**src/rtl/d_debounce_if.sv**
```systemverilog
// d_debounce_if: groups the level input, the edge-count clear and all
// conditioned outputs of the debouncer. The consumer of the filtered level
// uses the master modport; the debouncer itself uses the slave modport.
interface d_debounce_if;
  logic       d_in;
  logic       clr;
  logic       q;
  logic       rise;
  logic       fall;
  logic       busy;
  logic [7:0] edge_cnt;

  modport master (
    output d_in, clr,
    input  q, rise, fall, busy, edge_cnt
  );

  modport slave (
    input  d_in, clr,
    output q, rise, fall, busy, edge_cnt
  );
endinterface

```
**src/rtl/d_debounce.sv**
```systemverilog
// d_debounce: single-bit level conditioner.
// The raw level is registered into clk. A new value is accepted only after it
// has been seen for STABLE consecutive samples. The block also emits one-cycle
// rise/fall pulses and keeps a saturating count of accepted transitions.
//
// Configuration macro DEBOUNCE_SYNC_EN:
//   defined   - two-flop synchroniser ahead of the qualifier (asynchronous d_in),
//               accept latency STABLE+2 edges.
//   undefined - single input register (d_in already in the clk domain),
//               accept latency STABLE+1 edges.
module d_debounce #(
  parameter int STABLE = 4,
  parameter int CNT_W  = 8
) (
  input logic        clk,
  input logic        rst,
  d_debounce_if.slave bus
);

  localparam logic [CNT_W-1:0] LAST = CNT_W'(STABLE - 1);
  localparam logic [CNT_W-1:0] ONE  = CNT_W'(1);
  localparam logic [7:0]       SAT  = 8'hFF;

  // The qualifier state is implicit in the stability counter: zero means the
  // output agrees with the input, non-zero means a candidate is being timed.
  typedef enum logic {
    IDLE    = 1'b0,
    QUALIFY = 1'b1
  } state_t;

  logic             sample;
  logic [CNT_W-1:0] cnt;
  logic [CNT_W-1:0] cnt_nxt;
  logic             q_r;
  logic             q_nxt;
  logic             rise_r;
  logic             rise_nxt;
  logic             fall_r;
  logic             fall_nxt;
  logic [7:0]       edge_r;
  logic [7:0]       edge_nxt;
  logic             accept;
  state_t           state;

`ifdef DEBOUNCE_SYNC_EN
  logic meta;

  // Two-flop synchroniser; only its second stage feeds the qualifier.
  always_ff @(posedge clk) begin
    if (rst) begin
      meta   <= 1'b0;
      sample <= 1'b0;
    end else begin
      meta   <= bus.d_in;
      sample <= meta;
    end
  end
`else
  // Single input register for a level already timed by clk.
  always_ff @(posedge clk) begin
    if (rst) begin
      sample <= 1'b0;
    end else begin
      sample <= bus.d_in;
    end
  end
`endif

  assign state = (cnt == '0) ? IDLE : QUALIFY;

  // Next-state logic: time a differing sample, drop it on any agreement,
  // and commit it once it has been seen STABLE times in a row.
  always_comb begin
    cnt_nxt  = cnt;
    q_nxt    = q_r;
    rise_nxt = 1'b0;
    fall_nxt = 1'b0;
    edge_nxt = edge_r;
    accept   = 1'b0;

    unique case (state)
      IDLE: begin
        if (sample != q_r) begin
          if (cnt == LAST) begin
            accept = 1'b1;
          end else begin
            cnt_nxt = ONE;
          end
        end
      end
      QUALIFY: begin
        if (sample == q_r) begin
          cnt_nxt = '0;
        end else if (cnt == LAST) begin
          accept = 1'b1;
        end else begin
          cnt_nxt = cnt + ONE;
        end
      end
      default: cnt_nxt = '0;
    endcase

    if (accept) begin
      q_nxt    = sample;
      cnt_nxt  = '0;
      rise_nxt = sample;
      fall_nxt = ~sample;
    end

    if (bus.clr) begin
      edge_nxt = 8'd0;
    end else if (accept && (edge_r != SAT)) begin
      edge_nxt = edge_r + 8'd1;
    end
  end

  // State and output registers; reset abandons any qualification in progress.
  always_ff @(posedge clk) begin
    if (rst) begin
      cnt    <= '0;
      q_r    <= 1'b0;
      rise_r <= 1'b0;
      fall_r <= 1'b0;
      edge_r <= 8'd0;
    end else begin
      cnt    <= cnt_nxt;
      q_r    <= q_nxt;
      rise_r <= rise_nxt;
      fall_r <= fall_nxt;
      edge_r <= edge_nxt;
    end
  end

  assign bus.q        = q_r;
  assign bus.rise     = rise_r;
  assign bus.fall     = fall_r;
  assign bus.busy     = (cnt != '0);
  assign bus.edge_cnt = edge_r;

endmodule

```
**src/flat_wrapper.sv**
```systemverilog
// flat-port wrapper written by rule: the top's interface ports become plain ports
module d_debounce_flat 
#(
  parameter int STABLE = 4,
  parameter int CNT_W  = 8
)
  (clk, rst, bus_d_in, bus_clr, bus_q, bus_rise, bus_fall, bus_busy, bus_edge_cnt);
  d_debounce_if bus_i ();
  input logic clk;
  input logic rst;
  input wire logic [$bits(bus_i.d_in)-1:0] bus_d_in;
  input wire logic [$bits(bus_i.clr)-1:0] bus_clr;
  output wire logic [$bits(bus_i.q)-1:0] bus_q;
  output wire logic [$bits(bus_i.rise)-1:0] bus_rise;
  output wire logic [$bits(bus_i.fall)-1:0] bus_fall;
  output wire logic [$bits(bus_i.busy)-1:0] bus_busy;
  output wire logic [$bits(bus_i.edge_cnt)-1:0] bus_edge_cnt;
  assign bus_i.d_in = bus_d_in;
  assign bus_i.clr = bus_clr;
  assign bus_q = bus_i.q;
  assign bus_rise = bus_i.rise;
  assign bus_fall = bus_i.fall;
  assign bus_busy = bus_i.busy;
  assign bus_edge_cnt = bus_i.edge_cnt;
  d_debounce #(.STABLE(STABLE), .CNT_W(CNT_W)) u_core (.clk(clk), .rst(rst), .bus(bus_i));
endmodule
```
**config.mk**
```make
export PLATFORM = sky130hd
export DESIGN_NAME = d_debounce_flat
export DESIGN_NICKNAME = d
export VERILOG_FILES = /design/src/rtl/d_debounce_if.sv /design/src/rtl/d_debounce.sv /design/src/flat_wrapper.sv
export SDC_FILE = /design/constraint.sdc
export NUM_CORES = 1
export LEC_CHECK = 0
export ABC_AREA = 1
export BUFFER_PORTS_ARGS = -buffer_cell sky130_fd_sc_hd__buf_2
export CORE_AREA = 2 2 47 66
export DETAILED_ROUTE_END_ITERATION = 7
export DIE_AREA = 0 0 49 68
export GPL_TIMING_DRIVEN = 0
export PLACE_DENSITY = 0.65
export SLEW_MARGIN = 20
export SYNTH_ARGS = -nofsm -noshare
export SYNTH_HDL_FRONTEND = slang
export SYNTH_SLANG_ARGS = --single-unit
```
**constraint.sdc**
```tcl
create_clock -name clk -period 4 [get_ports clk]
set_input_delay 0 -clock clk [delete_from_list [all_inputs] [get_ports clk]]
set_output_delay 0 -clock clk [all_outputs]
set_load 0.005 [all_outputs]
```
; ---- Yosys cells after proc, flatten, opt, wreduce, memory -nomap -nowiden
; Index checks and enable logic that the tools add are counted.
[totals]
regBits = 20
in_bits = 4
out_inout_bits = 12
elab_cells = 34
[op_classes]
n_addsub = 2
n_eq_ne = 7
n_mux = 10
n_bitwise = 2
n_reduce_logical = 7
[ops]
columns = operator, count
row1 = 8-bit two-way mux, 4
row2 = 8-bit by 1-bit adder with 8-bit output (second input constant), 2
row3 = 8-bit case mux with 2 select lines, 1
row4 = 8-bit by 2-bit == test with 1-bit output (second input constant), 1
row5 = 8-bit zero test, 1
row6 = 8-bit inequality test (second input constant), 1
row7 = 8-bit nonzero test, 1
row8 = 2-bit OR reduction, 3
row9 = 1-bit two-way mux, 4
row10 = 2-bit inequality test (second input constant), 2
row11 = 3-bit inequality test (second input constant), 1
row12 = 3-bit AND reduction, 1
row13 = 1-bit inverter, 2
row14 = 1-bit case mux with 2 select lines, 1
row15 = 1-bit == test, 1
row16 = 1-bit logical AND, 1
row17 = 1-bit inequality test, 1

; ---- Logic depth before layout (Yosys ltp)
; Gate-level depths: netlist of the first run.
[depth]
ltp_word = 6
mapped_depth = 8
ltp_nobuf = 8

; ---- Least setup slack after synthesis of the first run
; Ideal clock, no wire load.
[synth_path]
path_kind = flip-flop to flip-flop
from = register u_core.cnt[0]
to = register u_core.edge_r[0], in the netlist u_core.bus.edge_cnt[0]
arrival_time_ps = 1138
setup_slack_ps = 2740
stages_incl_launch_ff = 7
n_path_buf = 0
period_less_slack_ps = 1260
path_cell_list = dfxtp_1 -> ha_1 -> nand2_1 -> nor2_2 -> nand3_1 -> nand2_1 -> a21oi_1
[synth_between]
elab_chain_cells = 5
word_cells_on_any_way = 8
cone_classes = eq/ne: 1 / mux: 5 / reduce/logical: 2
[synth_lines]
columns = item, line_no
row1 = "start, declared", d_debounce.sv:32  ; logic [CNT_W-1:0] cnt;
row2 = "start signal, assigned", d_debounce.sv:126  ; cnt <= cnt_nxt;
row3 = 8-bit by 2-bit == test with 1-bit output, "d_debounce.sv:84, d_debounce.sv:94"
row4 = 1-bit two-way mux, "d_debounce.sv:84, d_debounce.sv:94"
row5 = "1-bit two-way mux, on equally long branches", "d_debounce.sv:92, d_debounce.sv:83"
row6 = 1-bit case mux with 2 select lines (*), d_debounce.sv:81  ; unique case (state)
row7 = 1-bit logical AND (*), d_debounce.sv:112  ; end else if (accept && (edge_r != SAT)) begin
row8 = "end signal, assigned", d_debounce.sv:130  ; edge_r <= edge_nxt;
row9 = "end, declared", d_debounce.sv:40  ; logic [7:0] edge_r;
; Mark *: on every way between the ends. The rest lies on a longest branch, timed or not.
; A chain may end at the register's enable or synchronous reset.

; ---- Final worst setup path of the first run
[layout_path]
from = register u_core.cnt[1]
to = register u_core.edge_r[1], in the netlist u_core.bus.edge_cnt[1]
; Same word-level chain as after synthesis.

==> impl_metrics.toml, run 1 <==
[floorplanning]
die_y_um = 68
row_count = 23
dieArea_mm2 = 0.003332
fp.dieW_um = 49
start_util = 0.3783
pin_count = 16
core_mm2 = 0.002791

[clock_network]
cts_tree = "built"
htree_levels = 1
cts.repair.resized = 0
clockBufferDepth = 2
cts_inserted_buffers = 3
cts_sinks = 20
cts_root_buf = "clkbuf_8"
cts.reportedPaths.clkPinSlew_ns = 0.07
clock_latency_ns = 0.25

[yosys]
ys_seq_area_frac = 0.3791
synth_xor_area_frac = 0.05687
synth_ff_type = "dfxtp_1"
synth_edf_count = 0
ys_ff_latch = 20
synthMuxAreaShare = 0
yosysWarnings = 0
synth_area_mm2 = 0.001056
synthAdderAreaFrac = 0.03555
synth_top_family_by_area = "simple AND/OR/NAND/NOR gates"
postSynthAreaPerCell_um2 = 6.726
synth_cell_types = 19
async_flop_share = 0
synth_compound_area_frac = 0.06635
syn-instance-count = 157
syn-num-nets = 164
yosys.area_share.simple = 0.3697

[final_layout]
final_cell_mix = "41 x nand2_1, 24 x inv_1, 22 x nor2_1, 20 x dfxtp_1, 15 x buf_2"
nets = 186
diodes = 0
multi_input_area_um2 = 558.0
area_growth_pct = 17.30
final_common_cell = "nand2_1"
drive_above_1_share = 0.1356
fillCellCount = 301
ff_latch_area_um2 = 400.4

[setup_path]
crit_chain = "ha_1 -> nand2_1 -> nor2_2 -> nand3_1 -> nand2_1 -> a21oi_1"
cp_data_arrival_time_ns = 1.65
cpPeakStageDelay_ns = 0.38
crit_buf_inv = 0
startpoint_type = "register"
crit_type = "reg2reg"
cp_max_fo = 8
rrSetupSlack_ns = 2.48
required_ns = 4.13
reg2reg_to = "u_core.bus.edge_cnt[1]"
cp_slowest_cell = "dfxtp_1"
cpLargestDelayFamily = "simple AND/OR/NAND/NOR gates"
crit_top_cell = "nand2_1"
ff2ff_path_depth = 6
r2r-start = "u_core.cnt[1]"
cp-end-kind = "register"

[routing]
drt-vias-per-instance = 4.752
wire_per_inst_um = 10.30
wirelength_mm = 2.205
top_layer = "met4"
via_count = 1017
drc_errors = 0
antenna_left = 0
met1_length_um = 939
drtIter0Drc = 18
wl_met3_um = 52
met2WireLength_mm = 1.197
dr.pass1.iters = 4

[flow_run]
cap_viol_max_count = 0

[grt]
antenna_found_initial = 0
grt_pass1_vias = 977
grt_max_degree = 11
gr-total-overflow = 0
grtUsageTotal = 0.1590
grt_pass1_wl_mm = 4.077

[power]
power_mw = 0.3453
power_density_mw_per_mm2 = 278.8
ir_drop_mv = 0.2368
power.leakage_nw = 0.5747

[timing]
setup_viol = 0
finClkSkew_ns = 0.001282
relSlewSlack = 0.7868
grt_setup_unrepaired = "no"
tightest_slew_ns = 0.3189
fin_crit_sh = 0.3790
setup-tns-final_ns = 0
timing.fmax_mhz = 659.7
hold_viol_final = 0
min_period_ns = 1.516
slew_viol_final = 0

[min_path]
holdPathEnd = "u_core.bus.edge_cnt[4]"
holdPathStages = 4
hp-start = "bus_clr"
hp-class = "in2reg"

[run_status]
status = "completed"

[placed_design]
hpwl_mm = 1.686
portBuffers = 15
place.gp.congestion = 0.7778
## routing by layer
metal	vias up	GRT usage
met3	2	0.02620
met1	471	0.1546
met5	-	0
met2	11	0.3253
li1	533	-
met4	0	0.07500
## worst max path at each step
stage,from,end,depth (start not counted)
after global routing,u_core.cnt[0],u_core.bus.edge_cnt[6],6
after floorplan,u_core.cnt[0],u_core.bus.edge_cnt[0],6
after detailed placement,u_core.cnt[1],u_core.bus.edge_cnt[1],6
final,u_core.cnt[1],u_core.bus.edge_cnt[1],6
after CTS,u_core.cnt[1],u_core.bus.edge_cnt[1],6
after global placement,u_core.cnt[0],u_core.bus.edge_cnt[0],6
## registers in the layout, indices dropped and copies added (netlist names)
name                 cells
u_core.bus.edge_cnt      8
u_core.bus.rise          1
u_core.cnt               8
u_core.bus.fall          1
u_core.bus.q             1
u_core.sample            1
## per-stage QoR
stage               area [um2]  cells  hold slack [ns]  setup WS (ns)  utilization
floorplan                 1056    157          0.07118          2.740            -
global placement          1177    209           0.1888          2.524       0.4218
detailed placement        1177    209           0.1973          2.474       0.4218
CTS                       1239    214           0.1714          2.455       0.4437
global route              1239    214           0.2347          2.239       0.4437
finish                    1239    214           0.1744          2.484       0.4437
## cell usage after synthesis (2+ instances only)
library cell,n,area [um2]
nand2_1,41,153.9
inv_1,24,90.09
nor2_1,22,82.58
dfxtp_1,20,400.4
nand3_1,12,60.06
a21oi_1,10,50.05
nand4_1,5,31.28
ha_1,3,37.54
nand3b_1,3,22.52
o21ai_0,3,15.01
xor2_1,3,26.28
nor2_2,2,12.51
nor3_1,2,10.01
xnor2_1,2,17.52
## power breakdown
part / total, mW / internal (mW) / switching, mW
clock: 0.126 / 0.0669 / 0.0592
sequential: 0.202 / 0.200 / 0.00140
combinational: 0.0174 / 0.00670 / 0.0107
total: 0.345 / 0.274 / 0.0713
## what timing repair did
item	CTS	global route
hold buffers	2	0
endpoints found under the hold margin	1	0
setup buffers	0	0
## logic make-up (layout without fill, tap and decap cells)
logic type | Yosys count | after routing
AOI/OAI and AO/OA | 14 | 14
xor gates and xnor gates | 6 | 6
adders and majority gates | 3 | 3
buffers and inverters | 25 | 45
DFF | 20 | 20
and+or+nand+nor | 89 | 89
## worst min-delay path: cells and delay by family
kind / cells / cell delay [ns]
compound gates: 1 / 0.06
buf+inv: 2 / 0.28
simple gates: 1 / 0.03
## final cells by class
type                            instances  share of cell area
Multi-Input combinational cell        112              0.4505
Sequential cell                        20              0.3232
Buffer                                  1            0.006061
Timing Repair Buffer                   17             0.07677
Inverter                               24             0.07273
Clock buffer                            3             0.03333
Tap cell                               37             0.03737
Power figures use the tool's default switching activity.
==> run 2, diff against run 1 <==
ABC_AREA = 0   (was 1)
CORE_AREA = 2 2 45 64   (was 2 2 47 66)
DIE_AREA = 0 0 47 66   (was 0 0 49 68)
PLACE_DENSITY = 0.67   (was 0.65)
clock period = 1.2 ns   (was 4 ns; I/O delays follow)
==> run 2 against run 1 <==
The run now ends with negative setup slack left. Count of clock-buffer cells in the layout grew 1. Clock skew increased by 0.0045 ns. Critical path depth down 1. Sequential share of layout area fell by 3.9 points. Sequential cell count is the same. Cell area up 18%. Synthesized area shrank 7.2%. Clock power rose to 3.0 times the previous value. Utilization is 13 points higher. Non-clock buffer count up 12. Critical path type unchanged. Largest cell class unchanged. Highest routed layer unchanged.
==> impl_metrics.toml, run 2 <==
[final_layout]
final_common_cell = "buf_2"
area_growth_pct = 49.42
diodes = 0
drive_above_1_share = 0.4745
fillCellCount = 247
final_cell_area_mm2 = 0.001464
final_cell_mix = "14 x buf_2, 12 x dfxtp_1, 7 x nor2_1, 7 x nand3_1, 7 x buf_6"
nets = 145

[setup_path]
rrSetupSlack_ns = -0.47
cp_slowest_cell = "or4_4"
startpoint_type = "register"
cp-end-kind = "register"
required_ns = 1.43
crit_type = "reg2reg"
crit_chain = "ha_4 -> and4_4 -> or3b_4 -> or4_4 -> a21oi_2"
cp_data_arrival_time_ns = 1.91
critPathLaunch = "u_core.bus.edge_cnt[0]"
cpLargestDelayFamily = "simple AND/OR/NAND/NOR gates"
cpPeakStageDelay_ns = 0.42
crit_buf_inv = 0
r2r-start = "u_core.bus.edge_cnt[0]"
cp_max_fo = 5

[yosys]
synth_top_area_frac = 0.4087
synth_cell_types = 37
async_flop_share = 0
synth_area_leaders = "dfxtp_1 41%, nand3_1 4.1%, ha_1 3.8%"
synth_compound_area_frac = 0.1379
synth_ff_type = "dfxtp_1"
synth_most_common_cell = "dfxtp_1"
ys_seq_area_frac = 0.4087
synth_edf_count = 0
synth_xor_area_frac = 0.07024
postSynthAreaPerCell_um2 = 9.330
yosys.area_share.simple = 0.3065
yosys.area.top_type = "dfxtp_1"
yosysWarnings = 0
synth_top_family_by_area = "simple AND/OR/NAND/NOR gates"
syn-instance-count = 105
syn-num-nets = 112
ys_top_cells_by_count = "20 x dfxtp_1, 8 x nand2_1, 8 x nand3_1, 8 x nor2_1, 6 x a21oi_1"
synthMuxAreaShare = 0.01022
synthAdderAreaFrac = 0.03831
synth_area_um2 = 979.7
ys_ff_latch = 20

[placed_design]
hpwl_mm = 1.540
placed_area_mm2 = 0.001146
portBuffers = 15
place.gp.congestion = 0.8015

[timing]
hold_viol_final = 0
min_period_ns = 1.674
setup-tns-final_ns = -6.772
relSlewSlack = 0.5210
tightest_slew_ns = 0.7184
timing.fmax_mhz = 597.4
timing.final.ws_setup_ns = -0.4738
fin_crit_sh = 1.395
slew_viol_final = 0
finClkSkew_ns = 0.005745
setup_viol = 20
grt_setup_unrepaired = "yes"

[clock_network]
clock_latency_ns = 0.29
cts_root_buf = "clkbuf_4"
clockBufferDepth = 2
cts_sinks = 20
htree_levels = 1
cts_tree = "built"
cts_inserted_buffers = 3
cts.reportedPaths.clkPinSlew_ns = 0.11

[routing]
antenna_left = 0
drtIter0Drc = 11
drt-vias-per-instance = 5.382
dr.pass1.iters = 4
drc_errors = 0
via_count = 931
wirelength_mm = 2.413
wire_per_inst_um = 13.95

[floorplanning]
start_util = 0.3869
row_count = 22
pin_count = 16
fp.dieW_um = 47
dieArea_mm2 = 0.003102
core_mm2 = 0.002532
die_y_um = 66

[min_path]
hp-class = "in2reg"
hp-start = "rst"

[grt]
grt_pass1_wl_mm = 3.795
grt_pass1_vias = 887
grtUsageTotal = 0.1696
antenna_found_initial = 0
grt_max_degree = 12
gr-total-overflow = 0

[run_status]
status = "complete, but fails checks"
violations = "negative setup slack"

[power]
ir_drop_mv = 0.4962
power.leakage_nw = 0.5294
power_density_mw_per_mm2 = 785.1

[flow_run]
cap_viol_max_count = 0
-- run 2: cells by family (layout without fill, tap and decap cells) --
logic type                 Yosys count  count (layout)
DFF                                 20              20
and+or+nand+nor                     48              49
adders and majority gates            3               3
AOI/OAI and AO/OA                   19              19
muxes                                1               1
buffers and inverters                7              38
xor gates and xnor gates             7               7
-- run 2: final cells by class --
type	instances	area (um2)	area share
clock buffer	4	36.28	0.02479
buffer	3	18.77	0.01282
inverter	4	15.01	0.01026
timing repair buffer	27	207.7	0.1419
tap	36	45.04	0.03077
multi-input combinational	79	725.7	0.4957
sequential	20	415.4	0.2838
-- run 2: final timing paths --
| kind | cells after the start | end |
|---|---|---|
| max | 5 | u_core.bus.edge_cnt[7] |
| min | 4 | u_core.bus.edge_cnt[7] |
| max reg2reg | 5 | u_core.bus.edge_cnt[7] |
| min reg2reg | 2 | u_core.bus.edge_cnt[4] |
-- run 2: worst register-to-register path, stage by stage (launching register included) --
cell,delay [ns]
dfxtp_4,0.38
ha_4,0.17
and4_4,0.15
or3b_4,0.39
or4_4,0.42
a21oi_2,0.12
-- run 2: through the flow --
stage | power, mW | std cells | hold slack [ns] | util | worst slack, ns
after floorplan | 0.7274 | 105 | 0.1282 | - | -0.4746
final | 1.149 | 173 | 0.2673 | 0.5781 | -0.4738
after CTS | 1.155 | 169 | 0.2406 | 0.5509 | -0.5613
after global routing | 1.214 | 173 | 0.2973 | 0.5781 | -0.5197
after detailed placement | 0.7462 | 156 | 0.2380 | 0.4526 | -0.5733
after global placement | 0.7447 | 156 | 0.2074 | 0.4526 | -0.5463
-- run 2: metal layers --
layer,track usage,up-vias,part of all wire
met5,0,-,0
met2,0.2945,20,0.53
li1,-,456,-
met1,0.1875,451,0.40
met3,0.02732,4,0.043
met4,0.08681,0,0.019
-- run 2: repair_timing --
item,CTS,global route
gates cloned,1,0
setup buffers,6,4
endpoints found under the hold margin,2,0
endpoints found under the setup margin,20,20
gates resized for setup,26,10
pin swaps,8,7
hold buffers,2,0
-- run 2: where the power goes --
part / switching (mW) / internal, mW
clock network: 0.197 / 0.185
registers: 0.0111 / 0.664
logic: 0.0491 / 0.0425
total: 0.258 / 0.892
==> run 3, diff against run 2 <==
BUFFER_PORTS_ARGS = unset   (was -buffer_cell sky130_fd_sc_hd__buf_2)
CELL_PAD_IN_SITES_DETAIL_PLACEMENT = 0   (was unset)
CELL_PAD_IN_SITES_GLOBAL_PLACEMENT = 1   (was unset)
DONT_BUFFER_PORTS = 1   (was unset)
PLACE_DENSITY = 0.75   (was 0.67)
==> run 3 against run 2 <==
The flow still finishes with violations (negative setup slack). Sequential cell count stayed put. Register-to-register slack about the same. Hold slack worse by 0.091 ns. Global-route usage decreased by 0.33 points. Combinational power shrank 15%. Final cell count down 9.8%. Utilization is 3.2 points lower. Clock power fell by 20%. Cell area down 5.6%. Critical path depth stayed put. Sequential share of layout area rose by 2.0 points. Critical path type unchanged. Critical endpoint unchanged.
==> impl_metrics.toml, run 3 (synthesis gave the netlist of run 2 again) <==
[setup_path]
startpoint_type = "register"
cpPeakStageDelay_ns = 0.42
cp_slowest_cell = "or4_4"
crit_chain = "ha_4 -> and4_4 -> or3b_4 -> or4_4 -> a21oi_2"
crit_type = "reg2reg"
cp_data_arrival_time_ns = 1.89
cp_max_fo = 4
required_ns = 1.43
cp-end-kind = "register"
rrSetupSlack_ns = -0.46

[clock_network]
cts_inserted_buffers = 3
cts_sinks = 20
cts.reportedPaths.clkPinSlew_ns = 0.10
clock_latency_ns = 0.29
htree_levels = 1
cts_root_buf = "clkbuf_4"
cts_tree = "built"
clockBufferDepth = 2

[final_layout]
area_growth_pct = 41.12
nets = 129
final_cells = 156
final_cell_mix = "10 x dfxtp_1, 7 x nand3_1, 7 x dfxtp_2, 6 x nand2_1"
fillCellCount = 236
drive_above_1_share = 0.4833
final_cell_area_mm2 = 0.001383
diodes = 0
final_common_cell = "dfxtp_1"
final_core_util = 0.5459

[floorplanning]
die_y_um = 66
fp.dieW_um = 47
pin_count = 16
dieArea_mm2 = 0.003102
core_mm2 = 0.002532
row_count = 22
start_util = 0.3869

[grt]
grt_max_degree = 11
grtUsageTotal = 0.1663
gr-total-overflow = 0
grt_pass1_wl_mm = 3.788
grt_pass1_vias = 872
antenna_found_initial = 0

[placed_design]
placed_cells = 141
place.gp.congestion = 0.7614
portBuffers = 0
hpwl_mm = 1.499
placed_area_mm2 = 0.001071

[routing]
wirelength_mm = 2.299
drc_errors = 0
via_count = 834
drt-vias-per-instance = 5.346
antenna_left = 0
dr.pass1.iters = 4
drtIter0Drc = 3
wire_per_inst_um = 14.74

[timing]
slew_viol_final = 0
min_period_ns = 1.660
relSlewSlack = 0.5832
grt_setup_unrepaired = "yes"
timing.final.ws_setup_ns = -0.4600
setup_viol = 20
hold_viol_final = 0
finClkSkew_ns = 0.001547
fin_crit_sh = 1.383
tightest_slew_ns = 0.6252
timing.fmax_mhz = 602.4

[power]
power.leakage_nw = 0.4528
power_density_mw_per_mm2 = 764.1
ir_drop_mv = 0.5944

[run_status]
violations = "negative setup slack"
status = "complete, but fails checks"

[min_path]
hp-class = "in2reg"

[flow_run]
cap_viol_max_count = 0
==> run 3: area by class of cell <==
cell class              count  area (um2)  share of cell area
multi-input cells          79       758.2              0.5484
clock buffers               3       22.52             0.01629
repair buffers             11       102.6             0.07421
well taps                  36       45.04             0.03258
inverters                   4       15.01             0.01086
flip-flops and latches     20       420.4              0.3041
plain buffers               3       18.77             0.01357
==> run 3: timing repair <==
| item | in CTS | in global routing |
|---|---|---|
| endpoints found under the setup margin | 20 | 20 |
| hold endpoints to repair | 3 | 0 |
| gates resized for setup | 21 | 26 |
| hold buffers | 2 | 0 |
| setup buffers | 7 | 2 |
| gates cloned | 1 | 0 |
| pin swaps | 10 | 12 |
==> run 3: layer usage <==
metal	GRT usage	part of all wire	vias to the layer above
li1	-	-	423
met4	0.07292	0.010	0
met5	0	0	-
met1	0.1872	0.40	398
met3	0.03005	0.033	2
met2	0.2894	0.56	11
==> run 3: critical path, delay by kind of cell, from the launching register on <==
kind,cells,cell delay (ns)
and+or+nand+nor,3,0.94
DFF,1,0.38
adders and majority gates,1,0.16
AOI/OAI and AO/OA,1,0.12
==> run 3: power by group <==
part / switching [mW] / internal (mW) / total (mW)
sequential: 0.0111 / 0.662 / 0.673
combinational: 0.0447 / 0.0333 / 0.0781
clock: 0.189 / 0.117 / 0.305
total: 0.244 / 0.812 / 1.06
==> run 3: path summary, 6_finish.rpt <==
kind / from / to / cells after the start
setup / recovery: u_core.bus.edge_cnt[1] / u_core.bus.edge_cnt[7] / 5
hold / removal: rst / u_core.sample / 2
setup reg to reg: u_core.bus.edge_cnt[1] / u_core.bus.edge_cnt[7] / 5
hold reg to reg: u_core.bus.edge_cnt[4] / u_core.bus.edge_cnt[4] / 2
==> run 3: per-stage QoR <==
| stage | power [mW] | setup WS (ns) | hold slack, ns | TNS (ns) |
|---|---|---|---|---|
| 2_1_floorplan | 0.7274 | -0.4746 | 0.1282 | -3.968 |
| 3_3_place_gp | 0.7375 | -0.5615 | 0.1319 | -6.459 |
| 3_5_place_dp | 0.7383 | -0.5936 | 0.1359 | -6.938 |
| 4_1_cts | 1.067 | -0.5693 | 0.1385 | -6.508 |
| 5_1_grt | 1.118 | -0.5077 | 0.2006 | -7.428 |
| 6_report | 1.056 | -0.4600 | 0.1766 | -5.716 |
